### config.mk
export PLATFORM = sky130hd
export DESIGN_NAME = uart_rx
export DESIGN_NICKNAME = d
export VERILOG_FILES = /design/src/rtl/uart_rx.sv
export SDC_FILE = /design/constraint.sdc
export NUM_CORES = 1
export LEC_CHECK = 0
export CORE_ASPECT_RATIO = 1.2
export CORE_MARGIN = 2
export CORE_UTILIZATION = 50
export CTS_BUF_LIST = sky130_fd_sc_hd__clkbuf_8
export DETAILED_ROUTE_END_ITERATION = 7
export GPL_ROUTABILITY_DRIVEN = 0
export GPL_TIMING_DRIVEN = 1
export PLACE_DENSITY_LB_ADDON = 0.3
export SETUP_SLACK_MARGIN = 0.3
export SLEW_MARGIN = 30
export SYNTH_ARGS = -nofsm -noshare
export SYNTH_HDL_FRONTEND = slang
export SYNTH_SLANG_ARGS = --single-unit
### constraint.sdc
create_clock -name CLOCK_50 -period 2.4 [get_ports CLOCK_50]
set_input_delay 0.48 -clock CLOCK_50 [delete_from_list [all_inputs] [get_ports CLOCK_50]]
set_output_delay 0.48 -clock CLOCK_50 [all_outputs]
set_load 0.02 [all_outputs]
### src/rtl/uart_rx.sv
// uart_rx: oversampling asynchronous serial receiver, 8N1 by default.
// Define UART_RX_PARITY_EN to receive 8E1 frames (even parity bit between data and stop).
module uart_rx #(
  parameter int unsigned CLKS_PER_BIT = 434
) (
  input  logic       CLOCK_50,
  input  logic       rst,
  input  logic       i_RX_Serial,
  output logic       o_RX_DV,
  output logic [7:0] o_RX_Byte,
  output logic       o_RX_Err
);

  localparam int unsigned CW = $clog2(CLKS_PER_BIT);
  localparam logic [CW-1:0] LAST_CNT = CW'(CLKS_PER_BIT - 1);
  localparam logic [CW-1:0] HALF_CNT = CW'((CLKS_PER_BIT - 1) / 2);

`ifdef UART_RX_PARITY_EN
  typedef enum logic [2:0] {IDLE, START, DATA, PARITY, STOP} state_t;
`else
  typedef enum logic [2:0] {IDLE, START, DATA, STOP} state_t;
`endif

  logic [1:0]    r_sync;
  state_t        r_state;
  logic [CW-1:0] r_clk_cnt;
  logic [2:0]    r_bit_idx;
  logic [7:0]    r_data;
  logic [7:0]    r_byte;
  logic          r_dv;
  logic          r_err;
  logic          r_hold;

  state_t        w_state;
  logic [CW-1:0] w_clk_cnt;
  logic [2:0]    w_bit_idx;
  logic [7:0]    w_data;
  logic [7:0]    w_byte;
  logic          w_dv;
  logic          w_err;
  logic          w_hold;
  logic          w_rx_s;
  logic          w_cnt_done;
  logic          w_frame_ok;

`ifdef UART_RX_PARITY_EN
  logic          r_par_err;
  logic          w_par_err;
`endif

  assign w_rx_s     = r_sync[1];
  assign w_cnt_done = (r_clk_cnt == LAST_CNT);
`ifdef UART_RX_PARITY_EN
  assign w_frame_ok = w_rx_s & ~r_par_err;
`else
  assign w_frame_ok = w_rx_s;
`endif

  // Two-flop synchronizer; idles high so reset never looks like a start bit.
  always_ff @(posedge CLOCK_50) begin
    if (!rst) begin
      r_sync <= 2'b11;
    end else begin
      r_sync <= {r_sync[0], i_RX_Serial};
    end
  end

  always_ff @(posedge CLOCK_50) begin
    if (!rst) begin
      r_state   <= IDLE;
      r_clk_cnt <= '0;
      r_bit_idx <= '0;
      r_data    <= '0;
      r_byte    <= '0;
      r_dv      <= 1'b0;
      r_err     <= 1'b0;
      r_hold    <= 1'b0;
`ifdef UART_RX_PARITY_EN
      r_par_err <= 1'b0;
`endif
    end else begin
      r_state   <= w_state;
      r_clk_cnt <= w_clk_cnt;
      r_bit_idx <= w_bit_idx;
      r_data    <= w_data;
      r_byte    <= w_byte;
      r_dv      <= w_dv;
      r_err     <= w_err;
      r_hold    <= w_hold;
`ifdef UART_RX_PARITY_EN
      r_par_err <= w_par_err;
`endif
    end
  end

  always_comb begin
    w_state   = r_state;
    w_clk_cnt = r_clk_cnt;
    w_bit_idx = r_bit_idx;
    w_data    = r_data;
    w_byte    = r_byte;
    w_dv      = 1'b0;
    w_err     = 1'b0;
    w_hold    = r_hold;
`ifdef UART_RX_PARITY_EN
    w_par_err = r_par_err;
`endif
    case (r_state)
      IDLE: begin
        w_clk_cnt = '0;
        w_bit_idx = '0;
        // After a low stop sample (break) the line must return high before a new start.
        if (w_rx_s) begin
          w_hold = 1'b0;
        end else if (!r_hold) begin
          w_state = START;
        end
      end
      START: begin
        if (r_clk_cnt == HALF_CNT) begin
          w_clk_cnt = '0;
          w_bit_idx = '0;
          w_state   = w_rx_s ? IDLE : DATA;
        end else begin
          w_clk_cnt = r_clk_cnt + CW'(1);
        end
      end
      DATA: begin
        if (w_cnt_done) begin
          w_clk_cnt         = '0;
          w_data[r_bit_idx] = w_rx_s;
          w_bit_idx         = r_bit_idx + 3'd1;
          if (r_bit_idx == 3'd7) begin
`ifdef UART_RX_PARITY_EN
            w_state = PARITY;
`else
            w_state = STOP;
`endif
          end
        end else begin
          w_clk_cnt = r_clk_cnt + CW'(1);
        end
      end
`ifdef UART_RX_PARITY_EN
      PARITY: begin
        if (w_cnt_done) begin
          w_clk_cnt = '0;
          w_par_err = (^r_data) ^ w_rx_s;
          w_state   = STOP;
        end else begin
          w_clk_cnt = r_clk_cnt + CW'(1);
        end
      end
`endif
      STOP: begin
        // Leave mid-stop-bit so a following start edge is never missed.
        if (w_cnt_done) begin
          w_clk_cnt = '0;
          w_state   = IDLE;
          w_hold    = ~w_rx_s;
          if (w_frame_ok) begin
            w_dv   = 1'b1;
            w_byte = r_data;
          end else begin
            w_err  = 1'b1;
          end
        end else begin
          w_clk_cnt = r_clk_cnt + CW'(1);
        end
      end
      default: begin
        w_state   = IDLE;
        w_clk_cnt = '0;
      end
    endcase
  end

  assign o_RX_DV   = r_dv;
  assign o_RX_Err  = r_err;
  assign o_RX_Byte = r_byte;

  a_dv_err_exclusive: assert property (@(posedge CLOCK_50) disable iff (!rst) !(r_dv && r_err));

endmodule
-- Yosys cells after proc, flatten, opt, wreduce, memory -nomap -nowiden
Cells that the tools add are included.
- bits of input ports: 3
- logic and storage cells: 60
- output and inout bits: 10
- flip-flop bits (word level): 36
- multiplexer cells: 22
- add/subtract/negate cells: 2
- reduce and logical (&&, ||, !) cells: 11
- equal/unequal tests: 13
- $lt $le $gt $ge: 2
- bitwise operators: 1
- operator list (cell ; number):
    3-bit two-way mux ; 8
    9-bit two-way mux ; 2
    9-bit one-hot mux with 2 select lines ; 1
    2-bit != test, second input constant ; 7
    3-bit one-hot mux with 4 select lines ; 1
    3-bit AND reduction ; 4
    9-bit by 1-bit adder with 9-bit output, second input constant ; 1
    9-bit by 8-bit equality test with 1-bit output, second input constant ; 1
    9-bit equality test, second input constant ; 1
    3-bit one-hot mux with 3 select lines ; 1
    8-bit bitwise mux ; 1
    3-bit by 2-bit equality test with 1-bit output, second input constant ; 2
    6-bit AND reduction ; 1
    1-bit two-way mux ; 5
    3-bit by 4-bit less-than comparator with 1-bit output, second input constant ; 1
    3-bit by 1-bit adder with 3-bit output, second input constant ; 1
    1-bit demux with 3-bit select ; 1
    3-bit by 1-bit equality test with 1-bit output, second input constant ; 1
    3-bit equality test, second input constant ; 1
    3-bit by 1-bit >= comparator with 1-bit output, second input constant ; 1
    3-bit logical NOT ; 1
    3-bit nonzero test ; 1
    2-bit two-way mux ; 1
    1-bit one-hot mux with 2 select lines ; 1
    5 further kinds ; 5

-- Depth between registers and ports, before layout
- depth after elaboration: 5
- gate-level depth with buffers: 8
- depth with buffers taken out: 6

-- Worst setup path after synthesis
No wires, ideal clock.
- path kind: register to register
- from: register r_clk_cnt[0]
- to: register r_clk_cnt[2]
- path slack: 693 ps
- period minus slack after synthesis: 1707 ps
- path buffers: 2
- setup time: 140 ps
- data required time: 2260 ps
- arrival: 1567 ps
- stages on the path, launching flop included: 8
- cell sequence: dfxtp_1 > ha_1 > nand4b_1 > or4_1 > buf_2 > a22oi_2 > buf_4 > nor3_1
- longest elaborated chain between the ends: 3
- elaborated cells on any way between the ends: 6
- those cells by class: 1 x add/sub; 2 x eq/ne; 3 x mux
- ends and longest elaborated chain (element ; RTL line ; source):
    start: declaration ; 26 ; logic [CW-1:0] r_clk_cnt;
    start signal: assignment ; 83 ; r_clk_cnt <= w_clk_cnt;
    9-bit by 1-bit adder with 9-bit output (tied with other cells) ; 125, 141, 168 ;
    9-bit two-way mux, on equally long branches ; 129, 157, 120 ;
    9-bit one-hot mux with 2 select lines (*) ; 108 ; case (r_state)
Every way passes the cells marked *; elsewhere a longest branch is shown, timed or not.
A chain may end at the register's enable or synchronous reset.

-- Worst setup path after layout
- from: register r_clk_cnt[0]
- to: register r_bit_idx[2]
- longest elaborated chain between the ends: 3
- elaborated cells on any way between the ends: 5
- those cells by class: 4 x eq/ne; 1 x reduce/logical
- ends and longest elaborated chain (element ; RTL line ; source):
    9-bit by 8-bit equality test with 1-bit output or 9-bit equality test (tied branches) ; 120, 52 ;
    2-bit != test (no line) ; -- ;
    3-bit AND reduction (no line) (*) ; -- ;
    end signal: assignment ; 84 ; r_bit_idx <= w_bit_idx;
    end: declaration ; 27 ; logic [2:0] r_bit_idx;
Marked as above.

==> flow_metrics.env <==
export IMPL_ys_types=40
export IMPL_startpoint="r_clk_cnt[0]$_SDFF_PN0_"
export IMPL_rsz0062_at_grt="false"
export IMPL_internal_power_mw=0.7868
export IMPL_hold_viol_final=0
export IMPL_cp_max_fo=8
export IMPL_max_stage_delay_ps=490
export IMPL_p_sw_mw=0.2112
export IMPL_die_y_um=66.07
export IMPL_synth_seq_cells=35
export IMPL_worst_r2r_startpoint="r_clk_cnt[0]$_SDFF_PN0_"
export IMPL_cpMaxStageDelayCell="or4_4"
export IMPL_grt_overflow_total=0
export IMPL_synth_edff_count=0
export IMPL_portBuffers=12
export IMPL_viasPerCell=5.649
export IMPL_clock_sinks=35
export IMPL_outcome="finished clean"
export IMPL_path_depth=6
export IMPL_p_comb_share_pct=2.4
export IMPL_start_kind="flip-flop"
export IMPL_clock_latency_ps=290
export IMPL_antenna_cells=0
export IMPL_min_to="r_sync[1]$_SDFF_PN1_"
export IMPL_synth_cells=174
export IMPL_drt_wl_total_um=3137
export IMPL_critPathBufInv=1
export IMPL_layout_commonest_cell="dfxtp_1"
export IMPL_antenna_found_initial=0
export IMPL_hold_path_cell_count=1
export IMPL_hold_path_class="flip-flop to flip-flop"
export IMPL_num_vias=1271
export IMPL_finalSetupViolCount=0
export IMPL_grt_total_usage_pct=19.52
export IMPL_die_area_mm2=0.003682
export IMPL_relSlewSlack_pct=53.85
export IMPL_r2r_end="r_bit_idx[2]$_SDFFE_PN0P_"
export IMPL_ant_nets=0
export IMPL_ys_flop_type="dfxtp_1"
export IMPL_cp_top_family="simple AND/OR/NAND/NOR gates"
export IMPL_area_growth_syn_to_layout_pct=15.51
export IMPL_grt_max_degree=27
export IMPL_numCtsBuffers=5
export IMPL_hp_start="r_sync[0]$_SDFF_PN1_"
export IMPL_avgSynthCellArea_um2=9.226
export IMPL_reg2reg_slack_ps=460
export IMPL_clkSlewWorstSetupHoldPaths_ps=70
export IMPL_drive_gt1_share_pct=10.05
export IMPL_worstPathArrival_ps=2080
export IMPL_pwr_share_clk_pct=38.7
export IMPL_finalNonFillerCells=225
export IMPL_netlist_area_mm2=0.001605
export IMPL_worst_slew_pin_slew_ps=687.7
export IMPL_ff2ff_path_depth=6
export IMPL_switching_share_pct=21.16
export IMPL_fin_worst_skew_ps=6.987
export IMPL_cts_tree="done"
export IMPL_htree_levels=2
export IMPL_endpoint_kind="flip-flop"
export IMPL_die_x_um=55.73
export IMPL_critical_path_cell_chain="ha_1 > nand4b_1 > or4_4 > a22oi_2 > buf_4 > o311ai_0"
export IMPL_drtIter0Drc=41
export IMPL_fin_setup_tns_ps=0
export IMPL_final_max_slew_viol_count=0
export IMPL_synth_async_reset_ratio_pct=0
export IMPL_initial_core_util_pct=52.54
export IMPL_clockBufferDepth=2
export IMPL_dpl_hpwl_um=2158
export IMPL_placed_cells=215
export IMPL_period_needed_ps=1938
export IMPL_grt_pass1_vias=1216
export IMPL_dr_pass1_iters=4
export IMPL_cts_root_buf="clkbuf_8"
export IMPL_p_leak_nw=0.6770
export IMPL_synthesis_nets=182
export IMPL_final_cell_mix="dfxtp_1, nand2_1, mux2i_1"
export IMPL_worstSetupPathType="flip-flop to flip-flop"
export IMPL_grt_pass1_wl_um=5554
export IMPL_fmax_ghz=0.5161
export IMPL_max_cap_violations=0
export IMPL_drc=0
export IMPL_cts_hold_buf=0
export IMPL_nets=196
export IMPL_ys_seq_area_share_pct=43.65
export IMPL_fp_row_count=22
export IMPL_wire_per_inst_um=13.94
export IMPL_critPathRequiredTime_ps=2550
export IMPL_p_per_area_mw_per_mm2=538.2
export IMPL_yosysWarningCount=0
export IMPL_placeableCoreArea_mm2=0.003055
export IMPL_io_pins=13
export IMPL_finalCritPeriodShare_pct=80.73
export IMPL_ir_worst_vdd_uv=452.5
export IMPL_power_frac_seq_pct=58.9
worst max path at each step:
stage                                            to  slack, ps
after CTS                 r_bit_idx[2]$_SDFFE_PN0P_        340
after global routing      r_bit_idx[2]$_SDFFE_PN0P_        340
after global placement    r_bit_idx[2]$_SDFFE_PN0P_        470
after detailed placement  r_bit_idx[2]$_SDFFE_PN0P_        350
final                     r_bit_idx[2]$_SDFFE_PN0P_        460
after floorplan             r_clk_cnt[2]$_SDFF_PN0_        690
repair_timing:
| action | 4_1_cts | 5_1_grt |
|---|---|---|
| setup buffers | 0 | 2 |
| endpoints found under the setup margin | 0 | 8 |
| resized for setup | 0 | 1 |
| endpoints found under the hold margin | 0 | 0 |
registers in the layout, summed over array words and instances, names as in the netlist:
| name | flops |
|---|---|
| r_clk_cnt | 9 |
| o_RX_Byte | 8 |
| r_bit_idx | 3 |
| r_sync | 2 |
| o_RX_Err | 1 |
| r_state | 2 |
| o_RX_DV | 1 |
| r_data | 8 |
| r_hold | 1 |
power by group through the flow:
stage               clock network (mW)  registers, mW  logic (mW)
floorplan                            0          0.597      0.0184
global placement                     0          0.600      0.0224
detailed placement                   0          0.600      0.0229
CTS                              0.401          0.587      0.0229
global route                     0.424          0.587      0.0265
finish                           0.386          0.588      0.0241
kinds of logic (layout without fill, tap and decap cells):
group                    Yosys count  after routing  share of synthesized area (%)
adder cells (fa/ha/maj)            5              5                          3.897
XOR/XNOR                           7              7                          3.819
flip-flops                        35             35                          43.65
AO/OA/AOI/OAI                     14             14                          6.781
buffers and inverters             17             32                          4.286
multiplexers                      15             15                          9.353
AND/OR/NAND/NOR                   81             81                          28.21
layout make-up:
class / instances / area [um2]
Fill cell: 273 / 1201
Clock inverter: 3 / 12.51
Timing Repair Buffer: 18 / 165.2
Inverter: 6 / 22.52
Tap cell: 36 / 45.04
Clock buffer: 5 / 68.82
Multi-Input combinational cell: 122 / 839.6
Sequential cell: 35 / 700.7
synth_stat cells (all sizes together) (2+ instances only):
| master | number | share of area, % |
|---|---|---|
| xnor2 | 6 | 3.3 |
| nor2b | 3 | 1.2 |
| nor4 | 7 | 2.7 |
| nand4 | 8 | 3.5 |
| nand2b | 2 | 0.78 |
| buf | 2 | 0.78 |
| mux2i | 15 | 9.4 |
| nor3b | 2 | 0.94 |
| nand2 | 22 | 5.1 |
| nand3 | 3 | 0.94 |
| nand4bb | 2 | 1.4 |
| o21ai | 3 | 1.2 |
| inv | 6 | 1.4 |
| nor2 | 13 | 3.2 |
| ha | 5 | 3.9 |
| clkbuf | 9 | 2.1 |
| nor4bb | 2 | 1.2 |
| dfxtp | 35 | 44 |
| a21oi | 3 | 0.94 |
| nor3 | 10 | 3.1 |
| nand4b | 3 | 2.0 |
routing by layer:
layer  wire (um)  vias to the layer above  track usage, %
li1            -                      645               -
met1        1376                      592           22.09
met2        1566                       26           33.33
met3         126                        8           7.045
met4          67                        0           7.927
met5           0                        -               0
metrics by stage:
stage | setup WS [ps] | hold WS [ps] | instance area (um2) | util (%) | power [mW]
finish | 462.5 | 422.5 | 1854 | 60.69 | 0.9981
global route | 342.4 | 448.9 | 1854 | 60.69 | 1.038
CTS | 341.5 | 423.5 | 1836 | 60.07 | 1.011
detailed placement | 349.4 | 401.1 | 1754 | 57.41 | 0.6232
global placement | 466.6 | 387.2 | 1754 | 57.41 | 0.6229
floorplan | 693.4 | 386.3 | 1605 | - | 0.6155
(Power assumes the default switching activity.)
